<file path="src/rtl/alu_pkg.sv">
// Shared ALU control codes, RV32I major opcodes and ALU operand-A select encodings.
// Used by the decoder here and by the execute-stage ALU.
package alu_pkg;

    localparam logic [4:0] ALU_ADD  = 5'b00000;
    localparam logic [4:0] ALU_SUB  = 5'b01000;
    localparam logic [4:0] ALU_SLL  = 5'b00001;
    localparam logic [4:0] ALU_SLTS = 5'b00010;
    localparam logic [4:0] ALU_SLTU = 5'b00011;
    localparam logic [4:0] ALU_XOR  = 5'b00100;
    localparam logic [4:0] ALU_SRL  = 5'b00101;
    localparam logic [4:0] ALU_SRA  = 5'b01101;
    localparam logic [4:0] ALU_OR   = 5'b00110;
    localparam logic [4:0] ALU_AND  = 5'b00111;
    localparam logic [4:0] ALU_EQ   = 5'b11000;
    localparam logic [4:0] ALU_NE   = 5'b11001;
    localparam logic [4:0] ALU_LTS  = 5'b11100;
    localparam logic [4:0] ALU_GES  = 5'b11101;
    localparam logic [4:0] ALU_LTU  = 5'b11110;
    localparam logic [4:0] ALU_GEU  = 5'b11111;

    localparam logic [6:0] OPC_OP     = 7'b0110011;
    localparam logic [6:0] OPC_OP_IMM = 7'b0010011;
    localparam logic [6:0] OPC_BRANCH = 7'b1100011;
    localparam logic [6:0] OPC_LOAD   = 7'b0000011;
    localparam logic [6:0] OPC_STORE  = 7'b0100011;
    localparam logic [6:0] OPC_LUI    = 7'b0110111;
    localparam logic [6:0] OPC_AUIPC  = 7'b0010111;
    localparam logic [6:0] OPC_JAL    = 7'b1101111;
    localparam logic [6:0] OPC_JALR   = 7'b1100111;

    typedef enum logic [1:0] {
        ASEL_RS1  = 2'd0,
        ASEL_PC   = 2'd1,
        ASEL_ZERO = 2'd2
    } a_sel_e;

endpackage

</file>
<file path="src/rtl/instr_decode_stage_imm_gen.sv">
// Combinational RV32I immediate extraction, format chosen by the major opcode.
// OP-IMM shifts yield the zero-extended shift amount rather than the raw I-immediate.
module imm_gen
    import alu_pkg::*;
(
    input  logic [31:0] instr,
    output logic [31:0] imm
);

    always_comb begin
        imm = '0;
        case (instr[6:0])
            OPC_OP_IMM: begin
                if (instr[13:12] == 2'b01)
                    imm = {27'd0, instr[24:20]};
                else
                    imm = {{20{instr[31]}}, instr[31:20]};
            end
            OPC_LOAD, OPC_JALR:
                imm = {{20{instr[31]}}, instr[31:20]};
            OPC_STORE:
                imm = {{20{instr[31]}}, instr[31:25], instr[11:7]};
            OPC_BRANCH:
                imm = {{19{instr[31]}}, instr[31], instr[7], instr[30:25], instr[11:8], 1'b0};
            OPC_LUI, OPC_AUIPC:
                imm = {instr[31:12], 12'd0};
            OPC_JAL:
                imm = {{11{instr[31]}}, instr[31], instr[19:12], instr[20], instr[30:21], 1'b0};
            default:
                imm = '0;
        endcase
    end

endmodule

</file>
<file path="src/rtl/instr_decode_stage.sv">
// Registered RV32I decode stage: combinational decode of the fetched word, captured into a
// single valid/ready pipeline register that execute can flush on a taken branch or jump.
module instr_decode_stage
    import alu_pkg::*;
(
    input  logic        clk,
    input  logic        rst_n,
    input  logic        in_valid,
    output logic        in_ready,
    input  logic [31:0] in_instr,
    input  logic [31:0] in_pc,
    input  logic        flush,
    output logic        out_valid,
    input  logic        out_ready,
    output logic [4:0]  alu_op,
    output logic [1:0]  a_sel,
    output logic        b_sel,
    output logic [31:0] imm,
    output logic [4:0]  rs1,
    output logic [4:0]  rs2,
    output logic [4:0]  rd,
    output logic        wb_en,
    output logic        mem_rd,
    output logic        mem_wr,
    output logic        branch,
    output logic        jump,
    output logic        illegal,
    output logic [31:0] pc_out,
    output logic [7:0]  illegal_cnt
);

    logic [6:0]  opcode;
    logic [2:0]  funct3;
    logic [6:0]  funct7;
    logic [31:0] dec_imm;
    logic [4:0]  dec_alu_op;
    logic [1:0]  dec_a_sel;
    logic        dec_b_sel;
    logic        dec_wb_en;
    logic        dec_mem_rd;
    logic        dec_mem_wr;
    logic        dec_branch;
    logic        dec_jump;
    logic        dec_legal;
    logic        accept;

    assign opcode = in_instr[6:0];
    assign funct3 = in_instr[14:12];
    assign funct7 = in_instr[31:25];

    imm_gen u_imm_gen (
        .instr (in_instr),
        .imm   (dec_imm)
    );

    always_comb begin
        dec_alu_op = ALU_ADD;
        dec_a_sel  = ASEL_RS1;
        dec_b_sel  = 1'b0;
        dec_wb_en  = 1'b0;
        dec_mem_rd = 1'b0;
        dec_mem_wr = 1'b0;
        dec_branch = 1'b0;
        dec_jump   = 1'b0;
        dec_legal  = 1'b0;
        case (opcode)
            OPC_OP: begin
                dec_alu_op = {1'b0, funct7[5], funct3};
                dec_wb_en  = 1'b1;
                dec_legal  = (funct7 == 7'b0000000) ||
                             (funct7 == 7'b0100000 && (funct3 == 3'b000 || funct3 == 3'b101));
            end
            OPC_OP_IMM: begin
                dec_b_sel = 1'b1;
                dec_wb_en = 1'b1;
                case (funct3)
                    3'b001: begin
                        dec_alu_op = ALU_SLL;
                        dec_legal  = (funct7 == 7'b0000000);
                    end
                    3'b101: begin
                        dec_alu_op = funct7[5] ? ALU_SRA : ALU_SRL;
                        dec_legal  = (funct7 == 7'b0000000) || (funct7 == 7'b0100000);
                    end
                    default: begin
                        dec_alu_op = {2'b00, funct3};
                        dec_legal  = 1'b1;
                    end
                endcase
            end
            OPC_BRANCH: begin
                dec_alu_op = {2'b11, funct3};
                dec_branch = 1'b1;
                dec_legal  = (funct3[2:1] != 2'b01);
            end
            OPC_LOAD: begin
                dec_b_sel  = 1'b1;
                dec_mem_rd = 1'b1;
                dec_wb_en  = 1'b1;
                dec_legal  = funct3 inside {3'b000, 3'b001, 3'b010, 3'b100, 3'b101};
            end
            OPC_STORE: begin
                dec_b_sel  = 1'b1;
                dec_mem_wr = 1'b1;
                dec_legal  = (funct3 <= 3'b010);
            end
            OPC_LUI: begin
                dec_a_sel = ASEL_ZERO;
                dec_b_sel = 1'b1;
                dec_wb_en = 1'b1;
                dec_legal = 1'b1;
            end
            OPC_AUIPC: begin
                dec_a_sel = ASEL_PC;
                dec_b_sel = 1'b1;
                dec_wb_en = 1'b1;
                dec_legal = 1'b1;
            end
            OPC_JAL: begin
                dec_a_sel = ASEL_PC;
                dec_b_sel = 1'b1;
                dec_jump  = 1'b1;
                dec_wb_en = 1'b1;
                dec_legal = 1'b1;
            end
            OPC_JALR: begin
                dec_b_sel = 1'b1;
                dec_jump  = 1'b1;
                dec_wb_en = 1'b1;
                dec_legal = (funct3 == 3'b000);
            end
            default: dec_legal = 1'b0;
        endcase

        // An illegal word must not trigger any side effect downstream.
        if (!dec_legal) begin
            dec_alu_op = ALU_ADD;
            dec_wb_en  = 1'b0;
            dec_mem_rd = 1'b0;
            dec_mem_wr = 1'b0;
            dec_branch = 1'b0;
            dec_jump   = 1'b0;
        end
        if (in_instr[11:7] == 5'd0)
            dec_wb_en = 1'b0;
    end

    assign in_ready = (~out_valid | out_ready) & ~flush;
    assign accept   = in_valid & in_ready;

    always_ff @(posedge clk or negedge rst_n) begin
        if (!rst_n) begin
            out_valid   <= 1'b0;
            alu_op      <= ALU_ADD;
            a_sel       <= 2'd0;
            b_sel       <= 1'b0;
            imm         <= '0;
            rs1         <= '0;
            rs2         <= '0;
            rd          <= '0;
            wb_en       <= 1'b0;
            mem_rd      <= 1'b0;
            mem_wr      <= 1'b0;
            branch      <= 1'b0;
            jump        <= 1'b0;
            illegal     <= 1'b0;
            pc_out      <= '0;
            illegal_cnt <= '0;
        end else if (flush) begin
            out_valid <= 1'b0;
        end else if (accept) begin
            out_valid <= 1'b1;
            alu_op    <= dec_alu_op;
            a_sel     <= dec_a_sel;
            b_sel     <= dec_b_sel;
            imm       <= dec_imm;
            rs1       <= in_instr[19:15];
            rs2       <= in_instr[24:20];
            rd        <= in_instr[11:7];
            wb_en     <= dec_wb_en;
            mem_rd    <= dec_mem_rd;
            mem_wr    <= dec_mem_wr;
            branch    <= dec_branch;
            jump      <= dec_jump;
            illegal   <= ~dec_legal;
            pc_out    <= in_pc;
            if (!dec_legal && illegal_cnt != 8'hFF)
                illegal_cnt <= illegal_cnt + 8'd1;
        end else if (out_ready) begin
            out_valid <= 1'b0;
        end
    end

endmodule

</file>
<file path="config.mk">
export PLATFORM = sky130hd
export DESIGN_NAME = instr_decode_stage
export DESIGN_NICKNAME = d
export VERILOG_FILES = /design/src/rtl/alu_pkg.sv /design/src/rtl/instr_decode_stage_imm_gen.sv /design/src/rtl/instr_decode_stage.sv
export SDC_FILE = /design/constraint.sdc
export NUM_CORES = 1
export LEC_CHECK = 0
export CAP_MARGIN = 40
export CORE_MARGIN = 4
export CORE_UTILIZATION = 41
export CTS_BUF_LIST = sky130_fd_sc_hd__clkbuf_4
export DETAILED_ROUTE_END_ITERATION = 12
export HOLD_SLACK_MARGIN = 0.08
export PLACE_DENSITY = 0.83
export SYNTH_ARGS = -nofsm -noshare
export SYNTH_HDL_FRONTEND = slang
export SYNTH_SLANG_ARGS = --single-unit
</file>
<file path="constraint.sdc">
create_clock -name clk -period 1.78 [get_ports clk]
set_input_delay 0.178 -clock clk [delete_from_list [all_inputs] [get_ports clk]]
set_output_delay 0.178 -clock clk [all_outputs]
set_load 0.01 [all_outputs]
</file>
# Yosys cells after proc, flatten, opt, wreduce, memory -nomap -nowiden
# Cells that the tools add are included.
totals:
  reg_bits: 102
  output_inout_bits: 103
op_classes:
  n_bitwise: 6
  reduce_logical: 20
  n_lt_le_gt_ge: 1
  n_mux: 24
  n_eq_ne: 17
  add_sub_neg: 1
ops:
  columns: ["operator", "count"]
  rows:
  - ["32-bit one-hot mux with 6 select lines", 1]
  - ["32-bit 2-to-1 mux", 1]
  - ["7-bit by 6-bit equality test with 1-bit output, second input constant", 4]
  - ["7-bit equality test, second input constant", 3]
  - ["1-bit 2-to-1 mux", 15]
  - ["5-bit one-hot mux with 3 select lines", 1]
  - ["7-bit by 5-bit equality test with 1-bit output, second input constant", 2]
  - ["7-bit OR reduction", 2]
  - ["8-bit by 1-bit adder with 8-bit output, second input constant", 1]
  - ["8-bit inequality test, second input constant", 1]
  - ["4-bit one-hot mux with 2 select lines", 1]
  - ["2-bit OR reduction", 4]
  - ["7-bit by 2-bit equality test with 1-bit output, second input constant", 1]
  - ["7-bit logical NOT", 1]
  - ["1-bit one-hot mux with 7 select lines", 1]
  - ["3-bit equality test, second input constant", 2]
  - ["5-bit logical NOT", 1]
  - ["5-bit 2-to-1 mux", 1]
  - ["5-bit nonzero test", 1]
  - ["4-bit 2-to-1 mux", 1]
  - ["2-bit one-hot mux with 2 select lines", 1]
  - ["3-bit by 1-bit equality test with 1-bit output, second input constant", 1]
  - ["3-bit by 2-bit equality test with 1-bit output, second input constant", 1]
  - ["3-bit by 2-bit <= comparator with 1-bit output, second input constant", 1]
  - ["other kinds (14)", 20]

# Logic depth before layout (Yosys ltp)
# Gate-level depths: netlist (run 1).
depth:
  depth_word: 8
  depth_mapped: 8
  ltp_nobuf: 5

# Modules after synthesis
# A second synthesis (run 1) with hierarchy kept.
hier_totals:
  cells_unflattened: 536
  hier_area_um2: 4685.7
by_module_without_submodules:
  columns: ["module", "instances", "area_each_um2", "cells_per_inst"]
  rows:
  - ["instr_decode_stage", 1, 4206.5, 474]
  - ["imm_gen", 1, 479.2, 62]

# Least setup slack after synthesis (run 1)
# No wires, ideal clock.
synth_path:
  kind: "reg2reg"
  startpoint: "reg out_valid"
  endpoint: "reg illegal_cnt[1]"
  arrival_ns: 1.867
  t_required_ns: 1.652
  setup_slack_ns: -0.214
  synth_period_minus_slack_ns: 1.994
  path_buffers: 0
  stages_incl_launch_ff: 6
  setup_time_ns: 0.128
  path_cell_list: "dfrtp_1 nor2b_1 nor3b_1 o211ai_1 nor3_2 mux2_1"
synth_via:
  elab_chain_cells: 5
synth_rtl:
  columns: ["item", "line_no", "text"]
  rows:
  - ["start, declared", "instr_decode_stage.sv:13", "output logic out_valid,"]
  - ["start signal, assigned", "instr_decode_stage.sv:153", "out_valid <= 1'b0;"]
  - ["start signal, assigned", "instr_decode_stage.sv:170", "out_valid <= 1'b0;"]
  - ["start signal, assigned", "instr_decode_stage.sv:172", "out_valid <= 1'b1;"]
  - ["1-bit NOT", "instr_decode_stage.sv:148", "assign in_ready = (~out_valid | out_ready) & ~flush;"]
  - ["1-bit OR", "instr_decode_stage.sv:148", null]
  - ["1-bit bitwise AND", "instr_decode_stage.sv:148", null]
  - ["1-bit bitwise AND", "instr_decode_stage.sv:149", "assign accept = in_valid & in_ready;"]
  - ["3-bit AND reduction (no line)", null, null]
  - ["end signal, assigned", "instr_decode_stage.sv:188", "illegal_cnt <= illegal_cnt + 8'd1;"]
  - ["end, declared", "instr_decode_stage.sv:29", "output logic [7:0] illegal_cnt"]
# No other way between the ends.
# A chain may end at the register's enable or synchronous reset.

# Worst setup path in the final report (run 1)
layout_path:
  startpoint: "reg out_valid"
  endpoint: "reg illegal_cnt[2]"
# The elaborated chain is that of the path after synthesis.

==> run metrics, run 1 <==
outcome=completed; Synth Register Bits=102; Post-Syn Instances=463; cell row count=38; Net Sw Frac=31.33%; FFs w/ async S/R, synth=100.0%; Ys Warns=0; top post-synthesis cells by count=171 x nand2_1, 102 x dfrtp_1, 20 x nor2_1; EDFF count, synth=0; initial antenna violation count=1; Clock transition at path regs=0.18 ns; Crit Path Class=reg2reg; # DRC=0; Synth cell types=57; Clock Power Share=21.5%; critical path peak fanout=4; largest net degree at the start of global routing=46; antenna-violating nets left=0; io pins=172; average cell area after synthesis=9.799 µm²; DIE AREA=12810 µm²; endpoints failing hold=0; Worst Setup End Kind=flop; share of layout cells above drive strength 1=18.41%; top-count cell post-synth=nand2_1; critical path's top delay family=simple AND/OR/NAND/NOR gates; HP Class=in2async; Skew-Pair Late Insertion Delay=0.46 ns; H-tree depth=3; IO buf count=171; CTS Buf Count=9; first-pass GRT wire length=23.20 mm; dominant synthesized flop cell=dfrtp_1; Power Internal=3.749 mW; dominant cell type by area after synthesis=dfrtp_1; Starting Density=41.85%; CP Cell Sequence=nor2b_4, nor3b_4, o211ai_1, buf_4, buf_6, nor4b_4, xor2_1; Peak VDD IR=0.5622 mV; Vias=4363; r2r setup slk=0.02 ns; hold_ws=0.1983 ns; DP Wirelength=10.94 mm; total core area=10840 µm²; Comb pwr share=29.4%; Via density=5.151; die width=113.2 µm; f_max=0.5676 GHz; worst path bufs/invs=2; WP depth=7; mapped cell area=4537 µm²; start point of the critical path=out_valid$_DFFE_PN0P_; GRT Residual Overflow=0; reg-to-reg startpoint=out_valid$_DFFE_PN0P_; fraction of the cycle the final worst path needs=98.97%; CTS tree=built; total negative slack=0 ns; max_cap viols=0; First DRT Iteration DRCs=287; Period minus WS final=1.762 ns; DR pass1 iterations=4; synth top area cells=dfrtp_1 56%, nand2_1 14%, a22o_1 3.3%; Pwr Density=749.0 nW/µm²; clock sink count=102; CTS root buf=clkbuf_4; final core occ=67.23%; total routed wirelength=14.47 mm; Rel. slew slack=66.06%; actual slew at the worst max-slew pin=0.5091 ns; CP required=2.18 ns; GP Congestion=0.8795; Slowest-stage cell, CP=dfrtp_1; number of global-route vias before repair=4542; Reg power frac=49.1%; CP peak stage delay=0.41 ns; worst-case clock skew=0.02646 ns; leakage power=3.392 nW; area delta synth->final=60.65%; Net Count, Synth=533; RSZ-0062 raised after global routing=true; die height=113.2 µm; nets@finish=771; WL/cell=17.08 µm; Clock Tree Buf Depth=2; CP Data Arrival Time=2.16 ns; Worst Reg2Reg Path Length in Cells=7; net switching power=1.710 mW; Tot GR Track Use=22.52%; crit path to=illegal_cnt[2]$_DFFE_PN0P_; r2r endpoint=illegal_cnt[2]$_DFFE_PN0P_; Pins Over Slew Limit=0; Finish-stage setup viols=0; share of the synthesized area in the top cell type=56.26%; CP startpoint kind=flop; Seq/Total Area, Yosys=56.26%
## power groups by stage
stage | registers (mW) | logic, mW | clock network (mW)
3_5_place_dp | 2.73 | 1.55 | 0
5_1_grt | 2.71 | 1.73 | 1.30
2_1_floorplan | 2.86 | 0.368 | 0
6_report | 2.68 | 1.60 | 1.17
3_3_place_gp | 2.71 | 1.51 | 0
4_1_cts | 2.68 | 1.60 | 1.21
## flip-flops by register name, indices dropped and copies added (netlist names), 2 cells and up
register	count
alu_op	5
imm	32
illegal_cnt	8
a_sel	2
rs2	5
rd	5
rs1	5
pc_out	32
## cells in the final DEF (no fill, tap or decap), types with 2 or more instances in the layout
master           count
inv_6                2
nor3b_4              2
nor2b_1              3
nand2b_1             4
buf_6                5
nor3_1               6
o31ai_2              3
a31oi_1              4
a221o_1             11
o21a_1               3
nand3_1              6
clkdlybuf4s50_1    159
nand4_1              4
xor2_1               8
a21oi_4              2
buf_4               74
a22o_1              17
clkbuf_4             9
nand2_1            170
a21oi_1              2
o21ai_1              9
o21ai_0             12
dfrtp_1            102
nor2_1              19
buf_12               5
dlygate4sd2_1        4
nor4_4               5
a221oi_1             4
dlymetal6s2s_1       6
inv_1                3
and3b_1              2
## routing by layer
layer  vias up  routed length, µm  share of wire, %  track usage, %
li1       2064                  -                 -               -
met1      2084               5928                41           27.37
met2       192               7112                49           39.49
met3        23               1186               8.2           6.578
met4         0                237               1.6           5.369
met5         -                  0                 0               0
## final cells by class
class | instances | area [µm²]
clock inverters | 7 | 66.31
flip-flops and latches | 102 | 2552
clock buffers | 9 | 67.56
repair buffers | 254 | 2424
diodes | 1 | 2.502
well taps | 140 | 175.2
multi-input cells | 331 | 1989
fillers | 831 | 3552
inverters | 3 | 11.26
## worst min path at each step
stage / end / slack [ns] / depth (start not counted)
floorplan: a_sel[0]$_DFFE_PN0P_ / -0.12 / 0
global placement: pc_out[0]$_DFFE_PN0P_ / 0.17 / 1
detailed placement: pc_out[1]$_DFFE_PN0P_ / 0.18 / 1
CTS: rs1[1]$_DFFE_PN0P_ / 0.20 / 2
global route: imm[29]$_DFFE_PN0P_ / 0.19 / 3
finish: pc_out[1]$_DFFE_PN0P_ / 0.20 / 2
## metrics by stage
| step | instance area, µm² | total power, mW | instances | setup WS (ns) |
|---|---|---|---|---|
| 3_5_place_dp | 6904 | 4.278 | 820 | -0.6855 |
| 6_report | 7288 | 5.459 | 847 | 0.01828 |
| 3_3_place_gp | 6904 | 4.216 | 820 | -0.6428 |
| 4_1_cts | 7172 | 5.485 | 843 | -0.01562 |
| 5_1_grt | 7288 | 5.739 | 847 | -0.05965 |
| 2_1_floorplan | 4556 | 3.231 | 463 | 0.007905 |
## repair_timing
action	in CTS	in global routing
resized for setup	20	19
endpoints found under the setup margin	37	33
hold endpoints to repair	65	0
setup buffers	6	3
pin swaps	5	11
hold buffers	1	0
## cells by family after synthesis
group	synth area share, %
buffers and inverters	3.364
adder cells (fa/ha/maj)	0.2757
multiplexers	0.4964
flip-flops	56.26
XOR/XNOR	1.544
AO/OA/AOI/OAI	14.26
AND/OR/NAND/NOR	23.80
Power figures use the tool's default switching activity.
==> run 2, diff against run 1 <==
--- a/config.mk
+++ b/config.mk
@@ -6,11 +6,12 @@
 export NUM_CORES = 1
 export LEC_CHECK = 0
 export CAP_MARGIN = 40
+export CELL_PAD_IN_SITES_DETAIL_PLACEMENT = 1
+export CELL_PAD_IN_SITES_GLOBAL_PLACEMENT = 2
 export CORE_MARGIN = 4
-export CORE_UTILIZATION = 41
+export CORE_UTILIZATION = 24
 export CTS_BUF_LIST = sky130_fd_sc_hd__clkbuf_4
 export DETAILED_ROUTE_END_ITERATION = 12
-export HOLD_SLACK_MARGIN = 0.08
 export PLACE_DENSITY = 0.83
 export SYNTH_ARGS = -nofsm -noshare
 export SYNTH_HDL_FRONTEND = slang
==> run 2 against run 1 <==
Effect of this change: sequential cell count stayed put; fmax decreased by 2.2%; highest routed layer unchanged; via count grew 0.53%; the run now ends with negative setup slack left; clock-buffer cell count unchanged; clock skew fell by 0.011 ns; sequential power about the same; utilization shrank 27 points; routed wire length rose by 15%; critical endpoint is now illegal_cnt[1]$_DFFE_PN0P_; sequential share of layout area decreased by 0.70 points; cell area up 2.0%.
==> run metrics, run 2 (same netlist as run 1, synthesis figures left out) <==
CP peak stage delay=0.51 ns; Reg power frac=47.2%; die width=145.5 µm; critical path peak fanout=8; DR pass1 iterations=4; # DRC=0; endpoints failing hold=0; clock sink count=102; post-route cell area=7436 µm²; Vias=4386; Via density=4.641; Finish-stage setup viols=1; max_cap viols=0; Net Sw Frac=29.62%; Pwr Density=764.5 nW/µm²; cell row count=50; H-tree depth=3; CP Cell Sequence=clkdlybuf4s50_1, nor2_1, a311o_1, a221o_4, nor3_4, mux2_4; failing checks=negative setup slack; GP Congestion=0.8340; DP Wirelength=12.85 mm; FILL cells=2100; total routed wirelength=16.63 mm; commonest non-fill, non-tap cell in the layout=nand2_1; Crit Path Class=in2reg; CTS root buf=clkbuf_4; most frequent cells in the layout=170 x nand2_1, 158 x clkdlybuf4s50_1, 102 x dfrtp_1, 77 x buf_4, 19 x nor2_1; CTS Buf Count=9; DP Worst Slack=-0.6325 ns; WL/cell=17.60 µm; outcome=finished with violations; First DRT Iteration DRCs=144; share of layout cells above drive strength 1=18.31%; die height=145.5 µm; r2r setup slk=0.01 ns; actual slew at the worst max-slew pin=0.4569 ns; Starting Density=24.34%; Overall Power=5.685 mW; fin worst setup slack=-0.02150 ns; area of the multi-input gates=1936 µm²; register area=2552 µm²; fraction of the cycle the final worst path needs=101.2%; Skew-Pair Late Insertion Delay=0.48 ns; area delta synth->final=63.90%; antenna-violating nets left=0; Comb pwr share=28.1%; DIE AREA=21170 µm²; IO buf count=171; Peak VDD IR=0.4520 mV; number of global-route vias before repair=4962; Clock Power Share=24.7%; CP startpoint kind=input pin; total core area=18640 µm²; Area after DPL=7114 µm²; largest net degree at the start of global routing=39; Clock transition at path regs=0.16 ns; io pins=172; Top Registers=imm (32), pc_out (32), illegal_cnt (8); Slowest-stage cell, CP=clkdlybuf4s50_1; hold_ws=0.08327 ns; total negative slack=-0.02150 ns; Tot GR Track Use=15.56%; Period minus WS final=1.801 ns; RSZ-0062 raised after global routing=true; Worst Setup End Kind=flop; initial antenna violation count=1; GRT Residual Overflow=0; first-pass GRT wire length=26.81 mm; HP Class=in2reg; net switching power=1.684 mW; worst-case clock skew=0.01556 ns; CTS tree=built; Clock Tree Buf Depth=2; f_max=0.5551 GHz; Pins Over Slew Limit=0; CP required=2.16 ns; Rel. slew slack=69.54%; leakage power=3.468 nW; Power Internal=4.001 mW; nets@finish=775; CP Data Arrival Time=2.18 ns
## run 2: cell count changes in the layout (fill, tap and decap cells not counted), moves of 2 or more
cell and change:
dlymetal6s2s_1 +4, buf_4 +3, bufinv_16 +2, dlygate4sd2_1 -2
nor4_4 -2
## run 2: critical path, delay by kind of cell
family,cells,cell delay [ns]
AOI/OAI and AO/OA,2,0.84
muxes,1,0.32
buffers and inverters,1,0.51
and+or+nand+nor,2,0.33
## run 2: path summary, 6_finish.rpt
kind	to	start	cells past startpoint
hold / removal	imm[7]$_DFFE_PN0P_	in_instr[27]	3
max in group asynchronous	pc_out[0]$_DFFE_PN0P_	rst_n	3
setup reg to reg	illegal_cnt[1]$_DFFE_PN0P_	out_valid$_DFFE_PN0P_	7
hold reg to reg	rd[3]$_DFFE_PN0P_	rd[3]$_DFFE_PN0P_	2
min in group asynchronous	pc_out[19]$_DFFE_PN0P_	rst_n	2
setup / recovery	illegal_cnt[1]$_DFFE_PN0P_	in_instr[25]	6
## run 2: stage by stage
step / utilization, % / std cells
2_1_floorplan: - / 463
3_3_place_gp: 38.16 / 923
3_5_place_dp: 38.16 / 923
4_1_cts: 39.37 / 942
5_1_grt: 39.89 / 945
6_report: 39.89 / 945
## run 2: area by class of cell
| class | instances | area share (%) |
|---|---|---|
| Antenna cell | 1 | 0.03365 |
| Multi-Input combinational cell | 331 | 26.03 |
| Clock buffer | 9 | 0.9086 |
| Tap cell | 234 | 3.937 |
| Clock inverter | 7 | 1.296 |
| Timing Repair Buffer | 258 | 33.32 |
| Inverter | 3 | 0.1514 |
| Sequential cell | 102 | 34.33 |
## run 2: power groups by stage
stage / clock (mW) / combinational (mW) / sequential (mW)
floorplan: 0 / 0.368 / 2.86
global placement: 0 / 1.54 / 2.71
detailed placement: 0 / 1.59 / 2.73
CTS: 1.48 / 1.62 / 2.69
global route: 1.56 / 1.76 / 2.72
finish: 1.40 / 1.60 / 2.68
## run 2: per-layer routing
metal  routed length, µm  global-route usage (%)  up-vias
met5                   0                       0        -
met4                 136                   2.849        0
met3                 869                   5.201        8
met2                8638                   27.95      116
met1                6985                   18.28     2190
li1                    -                       -     2072
## run 2: repair_timing
item / CTS / global route
hold buffers: 1 / 0
gates cloned: 0 / 0
hold endpoints to repair: 102 / 0
endpoints found under the setup margin: 26 / 23
gates resized for setup: 10 / 19
pin swaps: 2 / 10
buffers inserted: 2 / 2
